**src/rtl/uart_tx_fifo.sv**
```systemverilog
// uart_tx_fifo: byte FIFO that feeds a UART transmitter through a
// ready / active / done handshake. The transmitter status inputs are
// asynchronous and are brought into clk through two-flop synchronizers.
//
// Optional feature: define UART_TX_FIFO_OVF_EN to add the sticky
// o_overflow flag. It is set by any write dropped while full.
//
// DEPTH must be a power of two and at least 2. With a power of two, the
// pointers wrap from DEPTH-1 to 0 on plain binary overflow.
//
// state     | meaning
// ----------+-------------------------------------------------------
// IDLE      | no request outstanding; pop as soon as FIFO non-empty
// REQ       | o_tx_ready high, o_tx_data held until act_s seen
// WAIT_DONE | transmitter busy; wait for a rising edge of done_s
module uart_tx_fifo #(
    parameter  int DEPTH = 16,
    localparam int AW    = $clog2(DEPTH)
) (
    input  logic          clk,
    input  logic          reset,
    input  logic [7:0]    i_wr_data,
    input  logic          i_wr_en,
    output logic          o_full,
    output logic          o_empty,
    output logic [AW:0]   o_level,
    output logic [7:0]    o_tx_data,
    output logic          o_tx_ready,
    input  logic          i_tx_active,
    input  logic          i_tx_done
`ifdef UART_TX_FIFO_OVF_EN
    ,
    output logic          o_overflow
`endif
);

    typedef enum logic [1:0] {IDLE, REQ, WAIT_DONE} state_t;

    localparam logic [AW:0] LVL_FULL = (AW+1)'(DEPTH);
    localparam logic [AW:0] LVL_ONE  = (AW+1)'(1);

    state_t        state;
    logic [7:0]    mem [DEPTH];
    logic [AW-1:0] wptr;
    logic [AW-1:0] rptr;
    logic          act_q, act_s;
    logic          done_q, done_s, done_d;
    logic          push;
    logic          pop;
    logic          done_evt;
    logic [AW:0]   level_nxt;

    // A write is taken only when not full, regardless of a same-cycle pop.
    assign push     = i_wr_en && !o_full;
    assign pop      = (state == IDLE) && !o_empty;
    assign done_evt = done_s && !done_d;

    // Synchronize transmitter status; done_d is the edge-detect copy.
    always_ff @(posedge clk) begin
        if (!reset) begin
            act_q  <= 1'b0;
            act_s  <= 1'b0;
            done_q <= 1'b0;
            done_s <= 1'b0;
            done_d <= 1'b0;
        end else begin
            act_q  <= i_tx_active;
            act_s  <= act_q;
            done_q <= i_tx_done;
            done_s <= done_q;
            done_d <= done_s;
        end
    end

    // Occupancy after this edge; push and pop together leave it unchanged.
    always_comb begin
        level_nxt = o_level;
        if (push && !pop) begin
            level_nxt = o_level + LVL_ONE;
        end else if (pop && !push) begin
            level_nxt = o_level - LVL_ONE;
        end
    end

    // Storage write; contents are don't-care after reset.
    always_ff @(posedge clk) begin
        if (push) begin
            mem[wptr] <= i_wr_data;
        end
    end

    // Write pointer, level and the registered full/empty flags.
    always_ff @(posedge clk) begin
        if (!reset) begin
            wptr    <= '0;
            o_level <= '0;
            o_empty <= 1'b1;
            o_full  <= 1'b0;
        end else begin
            if (push) begin
                wptr <= wptr + AW'(1);
            end
            o_level <= level_nxt;
            o_empty <= (level_nxt == '0);
            o_full  <= (level_nxt == LVL_FULL);
        end
    end

    // Handshake FSM; a pop happens only when leaving IDLE.
    always_ff @(posedge clk) begin
        if (!reset) begin
            state      <= IDLE;
            rptr       <= '0;
            o_tx_ready <= 1'b0;
            o_tx_data  <= 8'h00;
        end else begin
            case (state)
                IDLE: begin
                    if (!o_empty) begin
                        o_tx_data  <= mem[rptr];
                        rptr       <= rptr + AW'(1);
                        o_tx_ready <= 1'b1;
                        state      <= REQ;
                    end
                end
                REQ: begin
                    if (act_s) begin
                        o_tx_ready <= 1'b0;
                        state      <= WAIT_DONE;
                    end
                end
                WAIT_DONE: begin
                    if (done_evt) begin
                        state <= IDLE;
                    end
                end
                default: begin
                    state      <= IDLE;
                    o_tx_ready <= 1'b0;
                end
            endcase
        end
    end

`ifdef UART_TX_FIFO_OVF_EN
    // Sticky record of any write dropped because the FIFO was full.
    always_ff @(posedge clk) begin
        if (!reset) begin
            o_overflow <= 1'b0;
        end else if (i_wr_en && o_full) begin
            o_overflow <= 1'b1;
        end
    end
`endif

endmodule
```
**config.mk**
```make
export PLATFORM = sky130hd
export DESIGN_NAME = uart_tx_fifo
export DESIGN_NICKNAME = d
export VERILOG_FILES = /design/src/rtl/uart_tx_fifo.sv
export SDC_FILE = /design/constraint.sdc
export NUM_CORES = 1
export LEC_CHECK = 0
export ABC_AREA = 1
export BUFFER_PORTS_ARGS = -buffer_cell sky130_fd_sc_hd__clkbuf_2
export CORE_AREA = 4 4 154 82
export DETAILED_ROUTE_END_ITERATION = 8
export DIE_AREA = 0 0 158 86
export HOLD_SLACK_MARGIN = 0.06
export PLACE_DENSITY = 0.78
export SLEW_MARGIN = 10
export SYNTH_ARGS = -nofsm -noshare
export SYNTH_HDL_FRONTEND = slang
export SYNTH_SLANG_ARGS = --single-unit
```
**constraint.sdc**
```tcl
create_clock -name clk -period 3.5 [get_ports clk]
set_clock_uncertainty 0.2 [all_clocks]
set_input_delay 0.7 -clock clk [delete_from_list [all_inputs] [get_ports clk]]
set_output_delay 0.7 -clock clk [all_outputs]
set_load 0.05 [all_outputs]
```
==> results.yml, run 1 <==
outcome:
  status: "finished, final reports clean"
routing:
  drt_wl_total_um: 15890
  drt_drc_violations_left: 0
  drt_iter0_drc: 571
  drt_pass1_iterations: 6
  top_layer_used: "met4"
  wl_met3_um: 1835
  wl_per_cell_um: 19.45
  num_vias: 4741
  antenna_left: 0
  wl_met2_um: 6890
  wl_met1_um: 6931
  drt-vias-per-instance: 5.803
min_path:
  hp-class: "reg -> reg"
  min_from: "done_q"
  min_path_cells: 2
setup_path:
  critical_path_class: "reg -> reg"
  required_ps: 3670
  worst_setup_path_start_kind: "register"
  cp.arrival_ps: 2720
  path_depth: 9
  endpoint_kind: "register"
  critical-path-max-stage-delay_ps: 710
  critPathMaxFanout: 22
  cp_common_cell: "nand3_1"
  reg2reg_depth: 9
  slowest_stage: "dfxtp_1"
  crit_start: "rptr[1]"
  worstPathBufferInverterCount: 3
  timing.rr.start: "rptr[1]"
  crit_family: "buffers and inverters"
  path_cells: "inv_1 > buf_4 > nor2_1 > o21ai_0 > nand3_1 > nand3_1 > nand3_1 > nand2_1 > inv_1"
sta:
  setup_violations: 0
  timing.final.ws_setup_ps: 945.2
  timing.fmax_ghz: 0.3914
  slew_headroom: 0.4344
  min_period_over_period: 0.7299
  fin_crit_ps: 2555
  hold_viol: 0
  fin_tns_setup_ps: 0
  whs_ps: 224.7
  rsz0062_at_grt: "false"
  drv_slew: 0
  worstMarginPinSlew_ps: 847.1
yosys:
  synth.net_count: 651
  ys_warn_count: 0
  synth_cells: 631
  synth_area_um2: 6626
  ys_types: 30
  seq_area_frac_synth: 0.6737
  synth_common_cells: "edfxtp_1, nor2_1, nand2_1"
  ys_ff_latch: 159
  synth_top_cell_area_share: 0.5801
  synth_top_cell_by_area: "edfxtp_1"
  synth.avg_cell_area_um2: 10.50
  synth_area_leaders: "edfxtp_1, dfxtp_1, nor2_1, nand2_1, nand3_1"
  synth_edf_count: 128
  synth.most_common_cell: "edfxtp_1"
  synthArstFlopShare: 0
  synthFlopType: "edfxtp_1"
global_routing:
  antenna_found_initial: 0
  grt_usage: 0.2445
  grt_pass1_vias: 4458
  grt_pass1_wl_um: 24410
  grt_max_degree: 81
  grt_remaining_overflow: 0
cts:
  cts_buffers: 17
  clk_latency_ps: 420
  cts_tree: "done"
  cts_sinks: 159
  cts_hold_buffers: 0
  cts_resized: 0
  cts_setup_buffers: 0
  root_buffer: "clkbuf_16"
  cts.path.max_buffers: 2
  path_clk_slew_ps: 60
  htree_levels: 4
die:
  fp.dieW_um: 158
  core_area_um2: 11390
  rows: 28
  initial_core_util: 0.5820
  dieArea_um2: 13590
  fp.dieH_um: 86
  ios: 29
finish:
  area_delta_synth_final_pct: 12.39
  seq_area_um2: 4466
  design_area_um2: 7447
  nets: 674
  n_antenna_cell: 0
  fill_cells: 836
  multi_input_area_um2: 1815
  drive_gt1_frac: 0.1124
power:
  ir_drop_mv: 0.3796
  cellLeakagePower_nw: 2.852
  cellPowerDensity_nw_per_um2: 775.9
place:
  globalplace.congestion: 0.9450
  placed_cell_area_um2: 6844
  portBuffers: 28
  place_ws_ps: 1009
  dpl.hpwl_um: 10100
flow_run:
  drv_cap: 0
## worst min-delay path: cells and delay by family, from the launching register on
family,cells,cell delay [ps]
and+or+nand+nor,1,50
buffers and inverters,1,40
DFF,1,310
## path summary, 6_finish.rpt
path | to | slack, ps
max | o_tx_data[3] | 950
min | done_s | 220
max reg2reg | o_tx_data[3] | 950
min reg2reg | done_s | 220
## layout make-up
class / instances / share of cell area
inverters: 50 / 0.02554
clock buffers: 26 / 0.07577
well taps: 150 / 0.02520
flip-flops and latches: 159 / 0.5996
repair buffers: 34 / 0.02487
clock inverters: 6 / 0.005208
multi-input cells: 392 / 0.2438
## registers in the layout, summed over array words and instances (netlist names)
name	flops
act_q	1
o_tx_ready	1
done_d	1
rptr	4
o_level	5
act_s	1
o_empty	1
o_full	1
o_tx_data	8
state	2
done_s	1
mem	128
done_q	1
wptr	4
## cell families (layout without fill, tap and decap cells)
group | after synthesis | count (layout) | share of synthesized area
AOI/OAI and AO/OA | 76 | 76 | 0.06307
buffers and inverters | 80 | 116 | 0.05230
xor gates and xnor gates | 1 | 1 | 0.001322
DFF | 159 | 159 | 0.6737
adders and majority gates | 7 | 7 | 0.01322
and+or+nand+nor | 308 | 308 | 0.1964
## per-stage QoR
stage | instances | power (mW) | utilization
6_report | 817 | 5.778 | 0.6541
5_1_grt | 817 | 6.066 | 0.6541
4_1_cts | 817 | 5.769 | 0.6541
3_5_place_dp | 785 | 3.933 | 0.6011
3_3_place_gp | 785 | 3.873 | 0.6011
2_1_floorplan | 631 | 3.566 | -
## power by group
group	internal (mW)	total [mW]	switching [mW]	leakage, nW
Clock	1.12	1.85	0.734	0.295
Sequential	2.18	2.30	0.119	1.41
Combinational	0.452	1.63	1.18	1.15
Total	3.75	5.78	2.03	2.85
## cell usage in the layout, fill, tap and decap left out, types with 3 or more instances in the layout
cell	instances
o21ai_1	3
clkbuf_1	3
a21oi_1	14
clkbuf_2	28
inv_1	44
nor2_1	124
nor3_1	3
dfxtp_1	30
buf_4	6
o211ai_1	15
o21ai_0	44
ha_1	7
clkbuf_16	21
nand3_1	69
nand2_1	98
edfxtp_1	128
clkinv_1	4
nand2_2	3
## routing by layer
layer / global-route usage / up-vias
met5: 0 / -
met4: 0.08204 / 0
met3: 0.08165 / 22
met2: 0.3462 / 248
met1: 0.3576 / 2282
li1: - / 2189
No activity file was read; power rests on OpenSTA's default activity.
==> run 2, diff against run 1 <==
==> constraint.sdc (replaced) <==
create_clock -name clk -period 2.4 [get_ports clk]
set_clock_uncertainty 0.2 [all_clocks]
set_input_delay 0.48 -clock clk [delete_from_list [all_inputs] [get_ports clk]]
set_output_delay 0.48 -clock clk [all_outputs]
set_load 0.05 [all_outputs]
==> run 2 against run 1 <==
Effect of this change:
- worst setup slack worse by 640 ps
- via count is 3.1% higher
- hold slack worse by 9.3 ps
- routed wire length is 3.4% higher
- flip-flop and latch count stayed put
- die area stayed put
- sequential share of layout area is 1.1 points lower
- clock power is 38% higher
- critical path type unchanged
- critical endpoint is now o_tx_data[7]
==> results.yml, run 2 (synthesis gave the netlist of run 1 again) <==
setup_path:
  critPathMaxFanout: 17
  path_depth: 6
  cp.arrival_ps: 2260
  path_cells: "clkinv_1 > nand3_1 > nand3_1 > nand3_1 > nand2_1 > inv_1"
  cp_common_cell: "nand3_1"
  endpoint_kind: "register"
  r2r-end: "o_tx_data[7]"
  reg2reg_depth: 6
  worst_setup_path_start_kind: "register"
  slowest_stage: "clkinv_1"
  timing.rr.start: "rptr[3]"
  crit_family: "buffers and inverters"
  worstPathBufferInverterCount: 2
  regToRegSetupSlack_ps: 310
  critical_path_class: "reg -> reg"
  required_ps: 2570
  critical-path-max-stage-delay_ps: 590
die:
  core_area_um2: 11390
  rows: 28
  dieArea_um2: 13590
  ios: 29
  initial_core_util: 0.5820
  fp.dieW_um: 158
  fp.dieH_um: 86
power:
  sw_frac_of_total: 0.3717
  pwr-share-clk: 0.300
  ir_drop_mv: 0.6134
  cellPowerDensity_nw_per_um2: 1124
  cellLeakagePower_nw: 2.930
  combPwrFrac: 0.305
  power_switching_mw: 3.168
  seq_power_share: 0.395
  p_int_mw: 5.354
finish:
  largest_reg_flops: 128
  final_util: 0.6659
  area_delta_synth_final_pct: 14.43
  nets: 692
  drive_gt1_frac: 0.1372
  final_cell_mix: "edfxtp_1, nor2_1, nand2_1"
  largestRegisters: "mem: 128 flops, o_tx_data: 8 flops, o_level: 5 flops"
  layout_commonest_cell: "edfxtp_1"
  n_antenna_cell: 0
  fill_cells: 822
  largest-register: "mem"
cts:
  root_buffer: "clkbuf_16"
  clk_latency_ps: 420
  path_clk_slew_ps: 60
  cts_sinks: 159
  cts.path.max_buffers: 2
  cts_buffers: 17
  htree_levels: 4
  cts_tree: "done"
global_routing:
  grt_pass1_wl_um: 25440
  grt_max_degree: 66
  grt_usage: 0.2538
  antenna_found_initial: 0
  grt_remaining_overflow: 0
  grt_pass1_vias: 4623
sta:
  hold_viol: 0
  fin_tns_setup_ps: 0
  min_period_over_period: 0.8728
  slew_headroom: 0.5554
  timing.fmax_ghz: 0.4774
  drv_slew: 0
  fin_crit_ps: 2095
  rsz0062_at_grt: "false"
  whs_ps: 215.5
  setup_violations: 0
  worstMarginPinSlew_ps: 664.4
routing:
  drt_wl_total_um: 16420
  drt_drc_violations_left: 0
  drt_pass1_iterations: 5
  wl_per_cell_um: 19.67
  num_vias: 4889
  drt-vias-per-instance: 5.855
  drt_iter0_drc: 804
  antenna_left: 0
outcome:
  status: "finished, final reports clean"
min_path:
  min_path_cells: 2
  min_from: "act_q"
  hp-class: "reg -> reg"
  hold_end: "act_s"
flow_run:
  drv_cap: 0
place:
  portBuffers: 28
  dpl.hpwl_um: 10840
  globalplace.congestion: 1.035
[run 2: cell count changes in the layout (fill, tap and decap cells not counted), sizes merged]
cell / before / now
clkinvlp: 1 / 4
inv: 48 / 52
clkbuf: 54 / 46
bufinv: 0 / 1
dlygate4sd3: 0 / 2
buf: 6 / 22
[run 2: worst register-to-register path: stages (launching register included)]
cell and delay, ps:
dfxtp_1 580, clkinv_1 590, nand3_1 380, nand3_1 110
nand3_1 80, nand2_1 50, inv_1 50
[run 2: timing repair]
item                      4_1_cts  5_1_grt
gates resized for setup         0        0
hold buffers                    2        0
buffers inserted                0        0
hold endpoints to repair        2        0
[run 2: layer usage]
metal | track usage | wire, um | vias to the layer above
met5 | 0 | 0 | -
met1 | 0.3843 | 7307 | 2339
li1 | - | - | 2230
met4 | 0.07508 | 273 | 0
met3 | 0.07258 | 1796 | 32
met2 | 0.3585 | 7047 | 288
[run 2: cell type report]
cell class / instances / area [um2] / area share
Multi-Input combinational cell: 392 / 1815 / 0.2394
Timing Repair Buffer: 52 / 362.8 / 0.04785
Sequential cell: 159 / 4466 / 0.5889
Clock buffer: 18 / 429.2 / 0.05660
Clock inverter: 14 / 131.4 / 0.01733
Inverter: 50 / 190.2 / 0.02508
Tap cell: 150 / 187.7 / 0.02475
[run 2: how the worst max path moves through the flow]
stage	start	to
6_report	rptr[3]	o_tx_data[7]
5_1_grt	rptr[3]	o_tx_data[1]
4_1_cts	rptr[0]	o_tx_data[4]
3_5_place_dp	i_wr_en	mem[11][6]
3_3_place_gp	i_wr_en	mem[11][6]
2_1_floorplan	o_full	mem[0][0]
[run 2: power by group through the flow]
| stage | registers (mW) | logic (mW) | clock network [mW] |
|---|---|---|---|
| after global placement | 3.39 | 2.45 | 0 |
| after detailed placement | 3.41 | 2.52 | 0 |
| after floorplan | 3.70 | 1.50 | 0 |
| after CTS | 3.35 | 2.56 | 2.58 |
| final | 3.36 | 2.60 | 2.56 |
| after global routing | 3.38 | 2.83 | 2.70 |
[run 2: per-stage QoR]
| stage | instances | setup slack (ps) | power, mW | instance area, um2 |
|---|---|---|---|---|
| finish | 835 | 305.4 | 8.521 | 7582 |
| global route | 835 | 196.4 | 8.915 | 7582 |
| CTS | 835 | 376.8 | 8.491 | 7582 |
| detailed placement | 801 | 319.0 | 5.933 | 7002 |
| global placement | 801 | 418.2 | 5.841 | 7002 |
| floorplan | 631 | 480.0 | 5.200 | 6626 |
